--- src/rtl/seg_scan_multi_if.sv ---
// Write port, display controls and multiplexed segment/select outputs of seg_scan_multi.
// Parameterise DIGITS identically on the interface and on the driver instance.
interface seg_scan_multi_if #(
  parameter int DIGITS = 3
) ();
  localparam int SEL_W = $clog2(DIGITS);

  logic              wr_en;
  logic [SEL_W-1:0]  wr_addr;
  logic [3:0]        wr_data;
  logic              wr_dp;
  logic [DIGITS-1:0] blank_mask;
  logic              scroll_en;
  logic [7:0]        led;
  logic [SEL_W-1:0]  del;
  logic              frame;

  modport master (
    output wr_en, wr_addr, wr_data, wr_dp, blank_mask, scroll_en,
    input  led, del, frame
  );

  modport slave (
    input  wr_en, wr_addr, wr_data, wr_dp, blank_mask, scroll_en,
    output led, del, frame
  );
endinterface

--- src/rtl/seg_scan_multi.sv ---
// Multiplexed, optionally scrolling 7-segment driver for DIGITS hex digits with decimal points.
// led/del/frame are registered together; writes and blank_mask reach led one cycle after sampling; no backpressure.
module seg_scan_multi #(
  parameter int DIGITS        = 3,
  parameter int SCAN_DIV      = 8,
  parameter int SCROLL_FRAMES = 4
) (
  input logic            clk,
  input logic            rst,
  seg_scan_multi_if.slave bus
);
  localparam int SEL_W = $clog2(DIGITS);
  localparam int DIV_W = $clog2(SCAN_DIV);
  localparam int FC_W  = (SCROLL_FRAMES > 1) ? $clog2(SCROLL_FRAMES) : 1;

  localparam logic [SEL_W-1:0] LAST_SEL = SEL_W'(DIGITS - 1);
  localparam logic [SEL_W:0]   DIGITS_W = (SEL_W + 1)'(DIGITS);
  localparam logic [DIV_W-1:0] DIV_LAST = DIV_W'(SCAN_DIV - 1);
  localparam logic [FC_W-1:0]  FC_LAST  = FC_W'(SCROLL_FRAMES - 1);

  logic [4:0]        r_buf [DIGITS];
  logic [DIGITS-1:0] r_blank;
  logic [DIV_W-1:0]  r_div;
  logic [SEL_W-1:0]  r_del;
  logic [SEL_W-1:0]  r_off;
  logic [FC_W-1:0]   r_fcnt;
  logic [7:0]        r_led;
  logic              r_frame;

  logic              w_tick;
  logic              w_wrap;
  logic              w_wr_ok;
  logic [SEL_W-1:0]  w_del_nx;
  logic [SEL_W-1:0]  w_off_nx;
  logic [FC_W-1:0]   w_fcnt_nx;
  logic [SEL_W:0]    w_sum;
  logic [SEL_W-1:0]  w_slot;
  logic [4:0]        w_entry;
  logic [7:0]        w_led_nx;

  function automatic logic [6:0] seg7(input logic [3:0] h);
    case (h)
      4'h0: seg7 = 7'h3F;
      4'h1: seg7 = 7'h06;
      4'h2: seg7 = 7'h5B;
      4'h3: seg7 = 7'h4F;
      4'h4: seg7 = 7'h66;
      4'h5: seg7 = 7'h6D;
      4'h6: seg7 = 7'h7D;
      4'h7: seg7 = 7'h07;
      4'h8: seg7 = 7'h7F;
      4'h9: seg7 = 7'h6F;
      4'hA: seg7 = 7'h77;
      4'hB: seg7 = 7'h7C;
      4'hC: seg7 = 7'h39;
      4'hD: seg7 = 7'h5E;
      4'hE: seg7 = 7'h79;
      default: seg7 = 7'h71;
    endcase
  endfunction

  assign w_tick  = (r_div == DIV_LAST);
  assign w_wrap  = w_tick && (r_del == LAST_SEL);
  assign w_wr_ok = bus.wr_en && ({1'b0, bus.wr_addr} < DIGITS_W);

  always_comb begin
    w_del_nx = r_del;
    if (w_tick) begin
      w_del_nx = (r_del == LAST_SEL) ? '0 : r_del + 1'b1;
    end
  end

  // Offset moves on the wrap edge itself so digit 0 of the new frame already uses it.
  always_comb begin
    w_off_nx  = r_off;
    w_fcnt_nx = r_fcnt;
    if (!bus.scroll_en) begin
      w_off_nx  = '0;
      w_fcnt_nx = '0;
    end else if (w_wrap) begin
      if (r_fcnt == FC_LAST) begin
        w_fcnt_nx = '0;
        w_off_nx  = (r_off == LAST_SEL) ? '0 : r_off + 1'b1;
      end else begin
        w_fcnt_nx = r_fcnt + 1'b1;
      end
    end
  end

  // Both operands are below DIGITS, so a single conditional subtract gives the modulo.
  always_comb begin
    w_sum  = {1'b0, w_del_nx} + {1'b0, w_off_nx};
    w_slot = w_sum[SEL_W-1:0];
    if (w_sum >= DIGITS_W) begin
      w_slot = SEL_W'(w_sum - DIGITS_W);
    end
    w_entry  = r_buf[w_slot];
    w_led_nx = r_blank[w_del_nx] ? 8'h00 : {w_entry[4], seg7(w_entry[3:0])};
  end

  always_ff @(posedge clk) begin
    if (rst) begin
      r_div   <= '0;
      r_del   <= '0;
      r_off   <= '0;
      r_fcnt  <= '0;
      r_led   <= 8'h00;
      r_frame <= 1'b0;
      r_blank <= '0;
      for (int i = 0; i < DIGITS; i++) begin
        r_buf[i] <= '0;
      end
    end else begin
      r_div   <= w_tick ? '0 : r_div + 1'b1;
      r_del   <= w_del_nx;
      r_off   <= w_off_nx;
      r_fcnt  <= w_fcnt_nx;
      r_led   <= w_led_nx;
      r_frame <= w_wrap;
      r_blank <= bus.blank_mask;
      if (w_wr_ok) begin
        r_buf[bus.wr_addr] <= {bus.wr_dp, bus.wr_data};
      end
    end
  end

  assign bus.led   = r_led;
  assign bus.del   = r_del;
  assign bus.frame = r_frame;
endmodule

--- src/flat_wrapper.sv ---
// flat-port wrapper written by rule: the top's interface ports become plain ports
module seg_scan_multi_flat 
#(
  parameter int DIGITS        = 3,
  parameter int SCAN_DIV      = 8,
  parameter int SCROLL_FRAMES = 4
)
  (clk, rst, bus_wr_en, bus_wr_addr, bus_wr_data, bus_wr_dp, bus_blank_mask, bus_scroll_en, bus_led, bus_del, bus_frame);
  seg_scan_multi_if #(.DIGITS(DIGITS)) bus_i ();
  input logic clk;
  input logic rst;
  input wire logic [$bits(bus_i.wr_en)-1:0] bus_wr_en;
  input wire logic [$bits(bus_i.wr_addr)-1:0] bus_wr_addr;
  input wire logic [$bits(bus_i.wr_data)-1:0] bus_wr_data;
  input wire logic [$bits(bus_i.wr_dp)-1:0] bus_wr_dp;
  input wire logic [$bits(bus_i.blank_mask)-1:0] bus_blank_mask;
  input wire logic [$bits(bus_i.scroll_en)-1:0] bus_scroll_en;
  output wire logic [$bits(bus_i.led)-1:0] bus_led;
  output wire logic [$bits(bus_i.del)-1:0] bus_del;
  output wire logic [$bits(bus_i.frame)-1:0] bus_frame;
  assign bus_i.wr_en = bus_wr_en;
  assign bus_i.wr_addr = bus_wr_addr;
  assign bus_i.wr_data = bus_wr_data;
  assign bus_i.wr_dp = bus_wr_dp;
  assign bus_i.blank_mask = bus_blank_mask;
  assign bus_i.scroll_en = bus_scroll_en;
  assign bus_led = bus_i.led;
  assign bus_del = bus_i.del;
  assign bus_frame = bus_i.frame;
  seg_scan_multi #(.DIGITS(DIGITS), .SCAN_DIV(SCAN_DIV), .SCROLL_FRAMES(SCROLL_FRAMES)) u_core (.clk(clk), .rst(rst), .bus(bus_i));
endmodule
--- config.mk ---
export PLATFORM = sky130hd
export DESIGN_NAME = seg_scan_multi_flat
export DESIGN_NICKNAME = d
export VERILOG_FILES = /design/src/rtl/seg_scan_multi_if.sv /design/src/rtl/seg_scan_multi.sv /design/src/flat_wrapper.sv
export SDC_FILE = /design/constraint.sdc
export NUM_CORES = 1
export LEC_CHECK = 0
export ABC_AREA = 1
export CORE_ASPECT_RATIO = 1.1
export CORE_MARGIN = 2
export CORE_UTILIZATION = 41
export CTS_CLUSTER_DIAMETER = 50
export DETAILED_ROUTE_END_ITERATION = 8
export SLEW_MARGIN = 20
export SYNTH_ARGS = -nofsm -noshare
export SYNTH_HDL_FRONTEND = slang
export SYNTH_SLANG_ARGS = --single-unit
--- constraint.sdc ---
create_clock -name clk -period 4.7 [get_ports clk]
set_input_delay 0.94 -clock clk [delete_from_list [all_inputs] [get_ports clk]]
set_output_delay 0.94 -clock clk [all_outputs]
set_load 0.02 [all_outputs]
==> results.json, run 1 <==
{
  "dieArea_mm2": 0.00576,
  "core_mm2": 0.00500,
  "wire_per_inst_um": 10.4,
  "reg2reg_depth": 26,
  "setup_viol": 0,
  "rows": 27,
  "numCtsBuffers": 5,
  "pin_count": 25,
  "antenna_found_initial": 0,
  "drtAntennaViolNets": 0,
  "leakage_nw": 1.22,
  "grt_pass1_wl_um": 6340,
  "wirelength_um": 3640,
  "synth-warning-count": 0,
  "clkTransAtPathRegs_ns": 0.09,
  "crit_arrival_ns": 4.35,
  "synthToLayoutAreaGrowth_pct": 19.7,
  "dpl_worst_slack_ns": 0.345,
  "grt_max_degree": 16,
  "synth_top_area_share_pct": 28.4,
  "synth-seq-cells": 41,
  "worstSetupPathType": "flip-flop to flip-flop",
  "drt_iter0_markers": 58,
  "clk_latency_ns": 0.29,
  "endpoint": "u_core.bus.led[3]",
  "finalSetupTns_ns": 0,
  "wl_met2_um": 1670,
  "skew_ns": 0.00428,
  "crit_family": "adder cells",
  "crit_path_max_incr_delay_ns": 0.55,
  "slew_viol_final": 0,
  "synth_area_mm2": 0.00212,
  "synthTopCellsByArea": "edfxtp_1 28%, dfxtp_1 20%, nand2_1 9.0%, nor2_1 7.8%, inv_1 7.4%",
  "ys_types": 27,
  "syn_area_per_cell_um2": 8.21,
  "clock_path_buffers": 2,
  "grt_pass1_vias": 1459,
  "grt_overflow": 0,
  "drive_above_1_share_pct": 11.6,
  "numPortBuffers": 24,
  "crit_start": "u_core.r_div[0]",
  "r2r-start": "u_core.r_div[0]",
  "cts.hold.buffers_added": 0,
  "m1WireLength_um": 1760,
  "dp_hpwl_um": 2860,
  "critPathMaxFanout": 9,
  "gp_congestion": 0.844,
  "vdd_drop_max_uv": 149,
  "cts-root-buf": "clkbuf_8",
  "wl_met3_um": 119,
  "synth_largest_area_cell": "edfxtp_1",
  "worst_setup_path_end_kind": "flip-flop",
  "pwr_density_cell_mw_per_mm2": 296,
  "reg2reg_slack_ns": 0.54,
  "fp.dieH_um": 79.4,
  "startpoint_type": "flip-flop",
  "ctsResizeCount": 0,
  "dr.pass1.iters": 4,
  "num-nets-final": 318,
  "n_antenna_cell": 0,
  "drc": 0,
  "routed.top_layer": "met4",
  "fmax_mhz": 240,
  "period_needed_ns": 4.16,
  "htreeDepth": 2,
  "cp.required_ns": 4.89,
  "cts_sinks": 41,
  "finalWorstSetupSlack_ns": 0.541,
  "cp_num_cells": 26,
  "final_cell_mix": "51 x nand2_1, 44 x nor2_1, 42 x inv_1",
  "ys_seq_area_share_pct": 48.2,
  "synth_cells": 258,
  "initial_utilization_pct": 42.4,
  "slowest_stage": "fa_1",
  "num_vias": 1612,
  "track_usage_pct": 14.2,
  "post-cts-setup-buffers": 0,
  "final_common_cell": "nand2_1",
  "hp-class": "flip-flop to flip-flop",
  "rsz0062_at_grt": "no",
  "cts_tree": "yes",
  "die_w_um": 72.5,
  "viasPerCell": 4.59,
  "finalHoldViolations": 0,
  "cp.buffers_inverters": 6,
  "r2r_end": "u_core.bus.led[3]",
  "drv_cap": 0,
  "min_period_over_period_pct": 88.5,
  "status": "completed"
}
==> worst min path at each step <==
| stage | from | endpoint | slack, ns | depth (start not counted) |
|---|---|---|---|---|
| floorplan | u_core.r_div[0] | u_core.r_div[0] | 0.40 | 1 |
| global placement | u_core.r_div[0] | u_core.r_div[0] | 0.41 | 1 |
| detailed placement | u_core.r_div[0] | u_core.r_div[0] | 0.42 | 1 |
| CTS | u_core.r_div[0] | u_core.r_div[0] | 0.43 | 1 |
| global route | u_core.r_div[0] | u_core.r_div[0] | 0.47 | 1 |
| finish | u_core.r_div[0] | u_core.r_div[0] | 0.42 | 1 |
==> report_power, final <==
| part | internal, mW | leakage (nW) | switching, mW | total [mW] |
|---|---|---|---|---|
| clock network | 0.107 | 0.0447 | 0.134 | 0.242 |
| logic | 0.0438 | 0.810 | 0.0597 | 0.104 |
| registers | 0.398 | 0.367 | 0.00700 | 0.405 |
==> cell usage after synthesis <==
master,count
nand2_4,3
nor2_2,1
nand2_2,12
a31oi_1,1
nor3_1,2
o21ai_0,7
inv_4,1
or2_2,3
nand4_2,1
dfxtp_1,21
a21oi_2,1
a21oi_1,4
clkbuf_1,1
nand3b_1,1
nand3_2,3
o21ai_2,1
nor4_1,1
o211ai_1,3
inv_1,42
nand2_1,51
edfxtp_1,20
conb_1,1
ha_1,11
o211a_1,1
nand3_1,20
nor2_1,44
fa_1,1
==> final cells by class <==
type                       instances  area [µm²]
inverter                          43         164
tap                               58        72.6
timing repair buffer              24         240
multi-input combinational        177         945
sequential                        41        1020
clock inverter                     3        25.0
fill                             497        2460
clock buffer                       5        68.8
==> state kept, by name (all words and copies together), names as in the netlist <==
| signal | cells |
|---|---|
| u_core.bus.del | 2 |
| u_core.bus.frame | 1 |
| u_core.bus.led | 8 |
| u_core.r_blank | 3 |
| u_core.r_buf | 20 |
| u_core.r_div | 3 |
| u_core.r_fcnt | 2 |
| u_core.r_off | 2 |
==> logic make-up after synthesis <==
logic type                 after synthesis  share of synthesized area [%]
other                                    1                          0.177
and+or+nand+nor                        142                           31.0
AOI/OAI and AO/OA                       18                           5.26
adders and majority gates               12                           7.44
buffers and inverters                   44                           7.91
DFF                                     41                           48.2
==> metrics by stage <==
stage	instances	cell area (µm²)	utilization, %	hold slack, ns	power, mW
6_report	351	2540	50.7	0.424	0.750
5_1_grt	351	2540	50.7	0.469	0.788
2_1_floorplan	262	2130	-	0.397	0.478
3_3_place_gp	343	2440	48.8	0.412	0.518
3_5_place_dp	343	2440	48.8	0.416	0.518
4_1_cts	351	2540	50.7	0.428	0.757
==> metal layers <==
| metal | vias to the layer above | track usage, % |
|---|---|---|
| met5 | - | 0 |
| met4 | 0 | 6.85 |
| met3 | 8 | 2.78 |
| met2 | 34 | 22.8 |
| met1 | 694 | 18.0 |
| li1 | 876 | - |
Power figures use the tool's default switching activity.
==> inputs of run 2 (changes only) <==
--- a/config.mk
+++ b/config.mk
@@ -11,6 +11,7 @@
 export CORE_UTILIZATION = 41
 export CTS_CLUSTER_DIAMETER = 50
 export DETAILED_ROUTE_END_ITERATION = 8
+export GPL_ROUTABILITY_DRIVEN = 0
 export SLEW_MARGIN = 20
 export SYNTH_ARGS = -nofsm -noshare
 export SYNTH_HDL_FRONTEND = slang
==> results of run 2 <==
The final DEF is identical to that of run 1; final timing and power are the same.
